## src/rtl/alu_in_arbiter.sv

```systemverilog
// Round-robin arbiter sharing one alu_in initiator port among NUM_REQ
// requesters. A one-entry registered output stage allows one issue per
// cycle, and a small FSM sequences ALU soft-reset pulses after the
// outstanding command has been handed off.
module alu_in_arbiter #(
    parameter  int NUM_REQ         = 4,
    parameter  int ALU_IN_OP_WIDTH = 8,
    parameter  int RST_CYCLES      = 2,
    localparam int ID_W            = $clog2(NUM_REQ)
) (
    input  logic                                 clk_i,
    input  logic                                 rst_i,
    input  logic [NUM_REQ-1:0]                   req_valid_i,
    output logic [NUM_REQ-1:0]                   req_ready_o,
    input  logic [NUM_REQ*3-1:0]                 req_op_i,
    input  logic [NUM_REQ*ALU_IN_OP_WIDTH-1:0]   req_a_i,
    input  logic [NUM_REQ*ALU_IN_OP_WIDTH-1:0]   req_b_i,
    input  logic                                 soft_rst_req_i,
    input  logic                                 alu_ready_i,
    output logic                                 alu_valid_o,
    output logic [2:0]                           alu_op_o,
    output logic [ALU_IN_OP_WIDTH-1:0]           alu_a_o,
    output logic [ALU_IN_OP_WIDTH-1:0]           alu_b_o,
    output logic                                 alu_rst_o,
    output logic [ID_W-1:0]                      grant_id_o,
    output logic                                 busy_o
);

    typedef enum logic [1:0] {
        ST_RUN   = 2'd0,
        ST_DRAIN = 2'd1,
        ST_RESET = 2'd2
    } state_e;

    localparam logic [3:0] CNT_INIT = 4'(RST_CYCLES - 1);

    state_e                     state_q, state_d;
    logic [3:0]                 cnt_q, cnt_d;
    logic                       rst_pending_q, rst_pending_d;
    logic                       alu_rst_q, alu_rst_d;
    logic                       valid_q, valid_d;
    logic [2:0]                 op_q, op_d;
    logic [ALU_IN_OP_WIDTH-1:0] a_q, a_d;
    logic [ALU_IN_OP_WIDTH-1:0] b_q, b_d;
    logic [ID_W-1:0]            grant_q, grant_d;
    logic [ID_W-1:0]            last_q, last_d;

    logic accept;
    logic load;
    logic found;
    int   win;

    // The ALU takes the staged command when valid meets ready at the edge.
    assign accept = valid_q && alu_ready_i;

    // A soft-reset request arriving this cycle already blocks issue, so the
    // reset wins over a simultaneous command.
    assign load = rst_i && (state_q == ST_RUN) && !rst_pending_q && !soft_rst_req_i
                  && (!valid_q || alu_ready_i) && (|req_valid_i);

    // All state flops, cleared asynchronously; last resets so requester 0 wins first.
    always_ff @(posedge clk_i or negedge rst_i) begin
        if (!rst_i) begin
            state_q       <= ST_RUN;
            cnt_q         <= '0;
            rst_pending_q <= 1'b0;
            alu_rst_q     <= 1'b0;
            valid_q       <= 1'b0;
            op_q          <= '0;
            a_q           <= '0;
            b_q           <= '0;
            grant_q       <= '0;
            last_q        <= ID_W'(NUM_REQ - 1);
        end else begin
            // NOTE: non-blocking assignments so every flop samples pre-edge values.
            state_q       <= state_d;
            cnt_q         <= cnt_d;
            rst_pending_q <= rst_pending_d;
            alu_rst_q     <= alu_rst_d;
            valid_q       <= valid_d;
            op_q          <= op_d;
            a_q           <= a_d;
            b_q           <= b_d;
            grant_q       <= grant_d;
            last_q        <= last_d;
        end
    end

    // Soft-reset sequencing: latch the request, drain the stage, pulse alu_rst.
    always_comb begin
        // NOTE: defaults first so no path through the case leaves a latch.
        state_d       = state_q;
        cnt_d         = cnt_q;
        rst_pending_d = rst_pending_q;
        alu_rst_d     = alu_rst_q;
        unique case (state_q)
            ST_RUN: begin
                if (rst_pending_q) begin
                    if (valid_q && !alu_ready_i) begin
                        state_d = ST_DRAIN;
                    end else begin
                        state_d   = ST_RESET;
                        cnt_d     = CNT_INIT;
                        alu_rst_d = 1'b1;
                    end
                end else if (soft_rst_req_i) begin
                    rst_pending_d = 1'b1;
                end
            end
            ST_DRAIN: begin
                if (accept) begin
                    state_d   = ST_RESET;
                    cnt_d     = CNT_INIT;
                    alu_rst_d = 1'b1;
                end
            end
            ST_RESET: begin
                if (cnt_q == 4'd0) begin
                    state_d       = ST_RUN;
                    alu_rst_d     = 1'b0;
                    rst_pending_d = 1'b0;
                end else begin
                    cnt_d = cnt_q - 4'd1;
                end
            end
            default: state_d = ST_RUN;
        endcase
    end

    // Round-robin pick starting after the last winner, then load or clear the stage.
    always_comb begin
        found       = 1'b0;
        win         = 0;
        req_ready_o = '0;
        valid_d     = valid_q;
        op_d        = op_q;
        a_d         = a_q;
        b_d         = b_q;
        grant_d     = grant_q;
        last_d      = last_q;
        for (int k = 1; k <= NUM_REQ; k++) begin
            if (!found && req_valid_i[(int'(last_q) + k) % NUM_REQ]) begin
                found = 1'b1;
                win   = (int'(last_q) + k) % NUM_REQ;
            end
        end
        if (load) begin
            req_ready_o[win] = 1'b1;
            valid_d          = 1'b1;
            op_d             = req_op_i[3*win +: 3];
            a_d              = req_a_i[ALU_IN_OP_WIDTH*win +: ALU_IN_OP_WIDTH];
            b_d              = req_b_i[ALU_IN_OP_WIDTH*win +: ALU_IN_OP_WIDTH];
            grant_d          = ID_W'(win);
            last_d           = ID_W'(win);
        end else if (accept) begin
            valid_d = 1'b0;
            op_d    = '0;
            a_d     = '0;
            b_d     = '0;
            grant_d = '0;
        end
    end

    assign alu_valid_o = valid_q;
    assign alu_op_o    = op_q;
    assign alu_a_o     = a_q;
    assign alu_b_o     = b_q;
    assign alu_rst_o   = alu_rst_q;
    assign grant_id_o  = grant_q;
    assign busy_o      = (state_q != ST_RUN) || valid_q;

endmodule

```

## config.mk

```make
export PLATFORM = sky130hd
export DESIGN_NAME = alu_in_arbiter
export DESIGN_NICKNAME = d
export VERILOG_FILES = /design/src/rtl/alu_in_arbiter.sv
export SDC_FILE = /design/constraint.sdc
export NUM_CORES = 1
export LEC_CHECK = 0
export ABC_AREA = 1
export ABC_CLOCK_PERIOD_IN_PS = 3100
export CAP_MARGIN = 15
export CORE_UTILIZATION = 39
export DETAILED_ROUTE_END_ITERATION = 6
export PLACE_DENSITY = 0.79
export SYNTH_ARGS = -nofsm -noshare
export SYNTH_HDL_FRONTEND = slang
export SYNTH_SLANG_ARGS = --single-unit
```

## constraint.sdc

```tcl
create_clock -name clk_i -period 3.1 [get_ports clk_i]
set_clock_uncertainty 0.15 [all_clocks]
set_input_delay 0.465 -clock clk_i [delete_from_list [all_inputs] [get_ports clk_i]]
set_output_delay 0.465 -clock clk_i [all_outputs]
set_load 0.02 [all_outputs]
```

==> metrics.txt <==
status=finished clean; Hold Vio Cnt, Final=0; period utilisation layout=0.9491; synth warn=0; Worst setup EP type=output pin; Num CTS Buffers=5; fin. max-slew vios=0; total power=0.005066 W; kind of critical path=reg -> out; vias in the first global route=2625; PwrDens=1289 nW/um^2; CTS Sinks=32; cells along the critical path=inv_2 -> nand2_1 -> nand2_1 -> nand2_4 -> nand2_4 -> nor2_8 -> buf_4 -> nand4_4 -> nand2_4 -> inv_4 -> ha_1 -> inv_1 -> nor2_1 -> buf_4; Register-to-Register Path Depth=19; R2R setup slack=360 ps; drt via density=4.929; crit path buf inv count=5; slowest CP cell=dfstp_2; grt ovf=0; syn_nets=458; Top FF cell, synth=dfrtp_1; Placement Rows=29; most frequent cells in the layout=nand2_1 (147), clkdlybuf4s50_1 (106), nand3_1 (42), inv_1 (31), dfrtp_1 (30); n_diodes=0; worst slew pin tran=439.2 ps; CP Data Arrival Time=2330 ps; global-route wire length before repair=11820 um; routed length on met1=3345 um; initial antenna violation count=0; fraction of registers with async set/reset=1.000; CP max FO=9; FF-to-FF End=alu_op_o[0]; class of the worst hold path=in -> async; max incr delay on CP=590 ps; DRT Wirelength=7680 um; H-Tree Depth=2; Setup crit end=req_ready_o[2]; Fmax achieved=339.9 MHz; RR Startpoint=last_q[0]; root buf cell=clkbuf_8; # IOs=112; uppermost layer routed=met4; Synth cell types=38; Die Span Y=82.66 um; Initial Util=0.4019; commonest non-fill, non-tap cell in the layout=nand2_1; RD Place Congestion=0.8677; Worst setup startpoint=last_q[0]; Die Area=6833 um^2; mean post-synth cell area=6.858 um^2; wire length on met3=465 um; input/output buffers=111; nets=586; register area share after synthesis=0.3166; DR vias=2839; LEAKAGE=1.879 nW; 1st-iter DRT viols=116; Routed WL per cell=13.33 um; critical path startpoint category=flip-flop; Most common cell on crit path=nand2_4; Mapped Cells=370; Crit. path cell count=14; TritonRoute pass-1 iters=5; All-Layer GR Usage=0.2288; DRC viols=0; core footprint=6314 um^2; largest net degree at the start of global routing=33; Longest Clk Path Bufs=2; Final ANT Viol Nets=0; Area Growth Syn to Fin=54.83%; layout cells sized above 1=0.1383; post-synthesis cell area=2537 um^2; setup violators final=0; worst path required time=2480 ps; number of max-cap violations=0; Worst-path clk slew=70 ps; CTS tree=yes; critical path's top delay family=simple AND/OR/NAND/NOR gates; #FFs+latches synth=32; Rel. slew slack=0.7045; clk_lat worst skew=270 ps; post-DP HPWL=5924 um; Tmin final=2942 ps; DR WL met2=3709 um; DIE WIDTH=82.66 um; Peak VDD IR=798.0 uV; EDFF count, synth=0; WHS=90.03 ps
## cell families (layout without fill, tap and decap cells)
group | after synthesis | count (layout) | synth area share
compound gates | 44 | 44 | 0.1317
xor+xnor | 1 | 1 | 0.003452
fa+ha+maj | 4 | 4 | 0.01972
flops | 32 | 32 | 0.3166
buf+inv | 49 | 178 | 0.09813
simple gates | 240 | 240 | 0.4305
## cell type report
| cell class | instances | area [um^2] |
|---|---|---|
| clock buffers | 6 | 72.57 |
| fillers | 574 | 2385 |
| flip-flops and latches | 32 | 803.3 |
| repair buffers | 136 | 1294 |
| multi-input cells | 289 | 1498 |
| clock inverters | 2 | 35.03 |
| well taps | 77 | 96.34 |
| inverters | 34 | 130.1 |
## repair_timing
| item | in CTS | in global routing |
|---|---|---|
| buffers inserted | 0 | 1 |
| gates resized for setup | 9 | 5 |
| pin swaps | 1 | 0 |
| endpoints found under the setup margin | 4 | 4 |
| hold buffers | 0 | 0 |
## worst reg2reg max path, cell delays in order, from the launching register on
cell and delay (ps):
dfstp_2 590, inv_2 100, nand2_1 70, nand2_1 130
nand2_4 130, nand2_4 70, nor2_8 100, buf_4 120
nand4_4 80, nand2_4 130, inv_4 40, ha_1 340
inv_1 170, nand3_1 100, nand2_1 60, nand2_1 40
nand2_1 60, nand2_1 50, nand2_1 50, nand2_1 40
## power by group
part | switching [W] | leakage, nW | internal (W)
Sequential | 0.000111 | 0.408 | 0.000593
Combinational | 0.00234 | 1.42 | 0.00162
Clock | 0.000155 | 0.0552 | 0.000239
Total | 0.00261 | 1.88 | 0.00246
## flip-flops by register name (all words and copies together), names as in the netlist
name	count
last_q	2
alu_op_o	3
alu_valid_o	1
alu_rst_o	1
cnt_q	4
rst_pending_q	1
alu_b_o	8
grant_id_o	2
alu_a_o	8
state_q	2
## worst min path at each step
| stage | endpoint | startpoint | depth (start not counted) |
|---|---|---|---|
| after floorplan | alu_a_o[0] | rst_i | 0 |
| after global placement | alu_a_o[6] | alu_a_o[6] | 2 |
| after detailed placement | alu_b_o[5] | alu_b_o[5] | 2 |
| after CTS | alu_a_o[0] | rst_i | 2 |
| after global routing | alu_a_o[0] | rst_i | 2 |
| final | alu_a_o[0] | rst_i | 2 |
## metal layers
layer  track usage  up-vias
li1              -     1450
met1        0.2986     1270
met2        0.3828      105
met3       0.03736       14
met4       0.07586        0
met5             0        -
## metrics by stage
step | setup WS, ps | cells | cell area (um^2) | setup TNS, ps | util
final | 157.7 | 576 | 3929 | 0 | 0.6223
after global routing | -1.847 | 576 | 3929 | -1.847 | 0.6223
after CTS | 17.15 | 575 | 3934 | 0 | 0.6231
after detailed placement | -250.7 | 567 | 3819 | -792.7 | 0.6048
after global placement | -182.7 | 567 | 3819 | -577.2 | 0.6048
after floorplan | 57.94 | 370 | 2537 | 0 | -
## cell usage after synthesis, types with 2 or more instances
| cell type | count | area, um^2 |
|---|---|---|
| a21oi_1 | 2 | 10.01 |
| o21ai_2 | 4 | 35.03 |
| o211ai_2 | 9 | 112.6 |
| buf_2 | 4 | 20.02 |
| ha_1 | 4 | 50.05 |
| nor2_4 | 2 | 22.52 |
| dfstp_2 | 2 | 52.55 |
| nand3b_1 | 3 | 22.52 |
| nand4_1 | 2 | 12.51 |
| buf_6 | 5 | 56.30 |
| or2_1 | 6 | 37.54 |
| inv_2 | 2 | 7.510 |
| nand2_4 | 5 | 56.30 |
| nand2_2 | 3 | 18.77 |
| o22ai_1 | 2 | 12.51 |
| nor2_1 | 23 | 86.33 |
| nand2_1 | 147 | 551.8 |
| clkbuf_1 | 4 | 15.01 |
| o211ai_1 | 7 | 52.55 |
| dfrtp_1 | 30 | 750.7 |
| nor3_1 | 2 | 10.01 |
| inv_1 | 31 | 116.4 |
| nand3_1 | 42 | 210.2 |
| o21ai_0 | 15 | 75.07 |
No activity file was read; power rests on OpenSTA's default activity.
